==> config.mk <==
export PLATFORM = sky130hd
export DESIGN_NAME = dma_sound_fifo
export DESIGN_NICKNAME = d
export VERILOG_FILES = /design/src/rtl/dma_sound_fifo.sv
export SDC_FILE = /design/constraint.sdc
export NUM_CORES = 1
export LEC_CHECK = 0
export BUFFER_PORTS_ARGS = -buffer_cell sky130_fd_sc_hd__buf_2
export CORE_AREA = 2 2 110 138
export CTS_CLUSTER_SIZE = 8
export DETAILED_ROUTE_END_ITERATION = 6
export DIE_AREA = 0 0 112 140
export HOLD_SLACK_MARGIN = 0.03
export PLACE_DENSITY = 0.66
export SLEW_MARGIN = 10
export SYNTH_ARGS = -nofsm -noshare
export SYNTH_HDL_FRONTEND = slang
export SYNTH_SLANG_ARGS = --single-unit
==> constraint.sdc <==
create_clock -name clk32 -period 6.56 [get_ports clk32]
set_input_delay 1.312 -clock clk32 [delete_from_list [all_inputs] [get_ports clk32]]
set_output_delay 1.312 -clock clk32 [all_outputs]
set_load 0.05 [all_outputs]
==> src/rtl/dma_sound_fifo.sv <==
// DMA-sound playback engine: occupancy-counted sample FIFO, replay-rate pacing and
// offset-binary left/right output. Define DMA_SOUND_16BIT_EN to add the 16-bit sample modes.
module dma_sound_fifo #(
  parameter int FIFO_ADDR_BITS = 3,
  parameter int CLK_DIV        = 640,
  parameter int SREQ_SLACK     = 1
) (
  input  logic                      clk32,
  input  logic                      reset,
  input  logic                      enable,
  input  logic [3:0]                sndmode,
  input  logic                      sload_n,
  input  logic [15:0]               mdin,
  output logic                      sreq,
  output logic [FIFO_ADDR_BITS:0]   level,
  output logic                      sample_tick,
  output logic                      overflow,
  output logic                      underrun,
  output logic [15:0]               audio_left,
  output logic [15:0]               audio_right
);

  localparam int AW    = FIFO_ADDR_BITS;
  localparam int DEPTH = 1 << AW;
  localparam int CW    = (CLK_DIV > 1) ? $clog2(CLK_DIV) : 1;
  localparam logic [AW:0]   DEPTH_V  = (AW+1)'(DEPTH);
  localparam logic [AW:0]   SLACK_V  = (AW+1)'(SREQ_SLACK);
  localparam logic [CW-1:0] CNT_LAST = CW'(CLK_DIV - 1);

  logic [15:0]   mem [DEPTH];
  logic [AW-1:0] wr_ptr, rd_ptr;
  logic          sload_d;
  logic          wr_fire, full, push;
  logic          mono, wide;
  logic          bytesel;

  logic [CW-1:0] base_cnt;
  logic          base_en;
  logic [2:0]    aclk_cnt;
  logic          tick_req;
  logic          rate_hit;

  logic [15:0]   w0;
  logic [7:0]    mono_byte;
  logic          data_ok, do_pop, nxt_bytesel;
  logic [1:0]    pop_cnt, pop_n;
  logic [15:0]   nxt_left, nxt_right;

  assign mono = sndmode[2];
`ifdef DMA_SOUND_16BIT_EN
  logic [15:0] w1;
  assign wide = sndmode[3];
  assign w1   = mem[rd_ptr + AW'(1)];
`else
  logic unused_mode;
  assign wide        = 1'b0;
  assign unused_mode = sndmode[3];
`endif

  assign wr_fire = sload_n & ~sload_d;
  assign full    = (level == DEPTH_V);
  assign push    = wr_fire & ~full;

  always_comb sreq = (DEPTH_V - level) > SLACK_V;

  always_comb begin
    case (sndmode[1:0])
      2'b11:   rate_hit = 1'b1;
      2'b10:   rate_hit = ~aclk_cnt[0];
      2'b01:   rate_hit = (aclk_cnt[1:0] == 2'b00);
      default: rate_hit = (aclk_cnt == 3'b000);
    endcase
  end

  // Sample selection for the current tick; only applied when do_pop is set.
  always_comb begin
    w0          = mem[rd_ptr];
    mono_byte   = bytesel ? w0[7:0] : w0[15:8];
    data_ok     = 1'b0;
    pop_cnt     = 2'd0;
    nxt_left    = audio_left;
    nxt_right   = audio_right;
    nxt_bytesel = bytesel;
`ifdef DMA_SOUND_16BIT_EN
    if (wide) begin
      if (mono) begin
        data_ok   = (level != '0);
        nxt_left  = w0 ^ 16'h8000;
        nxt_right = w0 ^ 16'h8000;
        pop_cnt   = 2'd1;
      end else begin
        data_ok   = (level >= (AW+1)'(2));
        nxt_left  = w0 ^ 16'h8000;
        nxt_right = w1 ^ 16'h8000;
        pop_cnt   = 2'd2;
      end
    end else
`endif
    if (mono) begin
      data_ok     = (level != '0);
      nxt_left    = {mono_byte ^ 8'h80, 8'h00};
      nxt_right   = {mono_byte ^ 8'h80, 8'h00};
      pop_cnt     = bytesel ? 2'd1 : 2'd0;
      nxt_bytesel = ~bytesel;
    end else begin
      data_ok   = (level != '0);
      nxt_left  = {w0[15:8] ^ 8'h80, 8'h00};
      nxt_right = {w0[7:0] ^ 8'h80, 8'h00};
      pop_cnt   = 2'd1;
    end
  end

  assign do_pop = enable & tick_req & data_ok;
  assign pop_n  = do_pop ? pop_cnt : 2'd0;

  always_ff @(posedge clk32) begin
    if (push && !reset) mem[wr_ptr] <= mdin;
  end

  always_ff @(posedge clk32) begin
    if (reset) begin
      // sload_d starts high so a strobe already low across reset needs a fresh rising edge.
      sload_d     <= 1'b1;
      wr_ptr      <= '0;
      rd_ptr      <= '0;
      level       <= '0;
      base_cnt    <= '0;
      base_en     <= 1'b0;
      aclk_cnt    <= 3'd0;
      tick_req    <= 1'b0;
      bytesel     <= 1'b0;
      sample_tick <= 1'b0;
      overflow    <= 1'b0;
      underrun    <= 1'b0;
      audio_left  <= 16'h8000;
      audio_right <= 16'h8000;
    end else begin
      sload_d     <= sload_n;
      base_cnt    <= (base_cnt == CNT_LAST) ? '0 : base_cnt + CW'(1);
      base_en     <= (base_cnt == '0);
      if (base_en) aclk_cnt <= aclk_cnt + 3'd1;
      tick_req    <= base_en & rate_hit;
      overflow    <= wr_fire & full;
      sample_tick <= do_pop;
      underrun    <= enable & tick_req & ~data_ok;
      if (push) wr_ptr <= wr_ptr + AW'(1);
      if (!enable) begin
        // Flush tracks the write pointer so a word landing now is not misaligned later.
        rd_ptr      <= push ? wr_ptr + AW'(1) : wr_ptr;
        level       <= '0;
        bytesel     <= 1'b0;
        audio_left  <= 16'h8000;
        audio_right <= 16'h8000;
      end else begin
        level  <= level + (AW+1)'(push) - (AW+1)'(pop_n);
        rd_ptr <= rd_ptr + AW'(pop_n);
        if (do_pop) begin
          audio_left  <= nxt_left;
          audio_right <= nxt_right;
        end
        bytesel <= (mono & ~wide) ? (do_pop ? nxt_bytesel : bytesel) : 1'b0;
      end
    end
  end

endmodule

==> results.ini <==
[global_route]
grt_pass1_wl_um=21800
grt_overflow=0
first_global_vias=3968
grtUsageTotal_pct=18.7
grt_max_degree=34
antenna_found_initial=1

[clock_tree]
clock_path_buffers=2
cts_tree=done
root_buffer=clkbuf_16
cts.sinks=174
htree_levels=4
cts-resized-gates=0
cts_buffers=17
clkTransAtPathRegs_ns=0.06
hold_buffers=0
cts_setup_buffers=0
clkLatencyLatePin_ns=0.43

[synth]
yosys_warnings=0
synthCells=428
synthesis.area_um2=7030
ys_ff_latch=174
avgSynthCellArea_um2=16.4
synth-main-ff-cell=edfxtp_1
yosysSeqAreaShare_pct=67.8
synth-edff-count=128
async_reset_ff_share_pct=0
synth.distinct_cells=55

[worst_setup_path]
rr_endpoint=level[2]
r2r_start=level[2]
cp.required_ns=5.25
cp.arrival_ns=1.92
path_max_fanout=9
startpoint_type=register
timing_worst_setup_path_type=reg -> out
cpPeakStageDelay_ns=0.49
cp_cell_sequence=inv_1, ha_1, nor4_1, a31oi_1, nor2_1, a41oi_1, buf_2
r2r_slack_ns=3.69
r2r_cells=12
critPathCaptureType=primary output
critical_path.top_delay_family=flip-flops
slowest_stage=dfxtp_1
worstPathBufferInverterCount=2

[power]
seq_power_share_pct=52.4
swShare_pct=21.6
ir_drop_v=0.000183
switching_power_w=0.000493
p_clk_share_pct=42.5
leakagePower_nw=2.86
comb_power_share_pct=5.0
pwr_density_cell_nw_per_um2=285
p_int_w=0.00179

[sta]
tightest_slew_ns=0.783
slew_viol_final=0
min_period_over_period_pct=49.2
skew_ns=0.0159
hold_violations=0
rsz0062_at_grt=false
setup_tns_ns=0
fin_crit_ns=3.23
relSlewSlack_pct=47.6
fmax_mhz=310
finalSetupViolations=0

[routing]
drc=0
wl_per_cell_um=20.1
ant_nets=0
vias=3796
viasPerCell=5.59
drtIter0Drc=221
first_pass_iters=4
wirelength_um=13600

[layout]
n_antenna_cell=0
fin_nets=527
final_area_um2=8010
drive_gt1_share_pct=25.1
syn_to_final_growth_pct=13.9

[hold_path]
hold_end=audio_right[10]
hold_class=reg -> reg
hp-start=audio_right[10]
hold_depth=1

[placed_design]
port_buffers=46
dp_hpwl_um=8540
placed_area_um2=7440
routabilityCongestion=0.787

[run]
drv_cap=0

[floorplan]
start_util_pct=49.0
die_w_um=112
fp-row-count=49
io_pins=64
dieArea_um2=15700
die-height_um=140
coreArea_um2=14300

[run_status]
status=finished, final reports clean

## cell families (layout without fill, tap and decap cells)
kind of cell	count (synthesis)	after routing	synth area share, %
AO/OA/AOI/OAI	48	48	4.90
XOR/XNOR	15	15	1.87
adder cells (fa/ha/maj)	15	15	2.78
buffers and inverters	45	103	3.52
flip-flops	174	174	67.8
multiplexers	50	50	13.1
other	1	16	0.0533
AND/OR/NAND/NOR	80	80	6.02
## flip-flops by register name, indices dropped and copies added, names as in the netlist, 3 cells and up
register     cells
aclk_cnt         3
audio_left       8
audio_right      8
base_cnt        10
level            4
mem            128
rd_ptr           3
wr_ptr           3
## power groups by stage
| stage | Combinational, W | Sequential (W) | Clock, W |
|---|---|---|---|
| finish | 0.000115 | 0.00120 | 0.000970 |
| global route | 0.000126 | 0.00120 | 0.00103 |
| CTS | 0.000117 | 0.00120 | 0.000988 |
| detailed placement | 0.000116 | 0.00122 | 0 |
| global placement | 0.000112 | 0.00122 | 0 |
| floorplan | 0.0000908 | 0.00122 | 0 |
## worst register-to-register path, stage by stage, from the launching register on
cell,delay [ns]
dfxtp_1,0.34
inv_1,0.15
ha_1,0.18
or3b_1,0.46
nand4_1,0.39
inv_1,0.12
ha_1,0.29
inv_1,0.06
ha_1,0.15
inv_1,0.05
fa_1,0.37
xnor2_1,0.14
nor2_1,0.05
## layout make-up
type,count,area (µm²)
Tap cell,178,223
Inverter,14,52.6
Fill cell,1148,6340
Timing Repair Buffer,57,313
Sequential cell,174,4770
Clock inverter,14,143
Clock buffer,18,429
Multi-Input combinational cell,224,2080
## worst max-delay path by stage
stage / from / end / slack [ns] / depth (start not counted)
after floorplan: sload_n / mem[0][0] / 2.92 / 4
after global placement: sndmode[2] / level[2] / 3.24 / 11
after detailed placement: sndmode[2] / level[2] / 3.24 / 11
after CTS: level[1] / sreq / 3.30 / 7
after global routing: level[1] / sreq / 3.06 / 7
final: level[1] / sreq / 3.33 / 7
## per-layer routing
metal  global-route usage [%]  routed length [µm]
met5                        0                   0
met4                     7.57                 241
met3                     5.45                 776
met2                     30.7                6930
met1                     23.4                5670
## placed cells by master, fill, tap and decap left out, types with 4 or more instances in the layout
cell | synthesis | layout
a221oi_1 | 7 | 7
o32ai_1 | 7 | 7
clkinv_2 | 0 | 4
buf_2 | 9 | 46
o21ai_0 | 4 | 4
clkbuf_16 | 0 | 17
o21ai_1 | 7 | 7
mux4_2 | 28 | 28
mux4_1 | 4 | 4
xor2_1 | 8 | 8
dfxtp_1 | 46 | 45
mux2i_1 | 15 | 15
nor2_1 | 31 | 31
nand3_1 | 7 | 7
a21oi_1 | 6 | 6
conb_1 | 1 | 16
buf_4 | 16 | 11
ha_1 | 14 | 14
inv_1 | 12 | 12
nand2_1 | 9 | 9
nand2b_1 | 4 | 4
a21o_1 | 7 | 7
edfxtp_1 | 128 | 128
nand4_1 | 4 | 4
xnor2_1 | 7 | 7
## through the flow
stage               power [W]  hold WS (ns)  setup WS [ns]  cells  utilization, %
floorplan             0.00131         0.432           2.92    443               -
global placement      0.00133         0.434           3.24    647            51.8
detailed placement    0.00134         0.437           3.24    647            51.8
CTS                   0.00230         0.463           3.30    679            55.8
global route          0.00236         0.474           3.06    679            55.8
finish                0.00228         0.461           3.33    679            55.8
## synth_stat cells, drive strengths merged (8+ instances only)
cell type	count	area (µm²)
buf	26	176
dfxtp	46	921
edfxtp	128	3840
ha	14	175
inv	14	52.6
mux2i	15	150
mux4	32	736
nand2	9	33.8
nor2	31	116
o21ai	12	63.8
xor2	8	70.1
No activity file was read; power rests on OpenSTA's default activity.
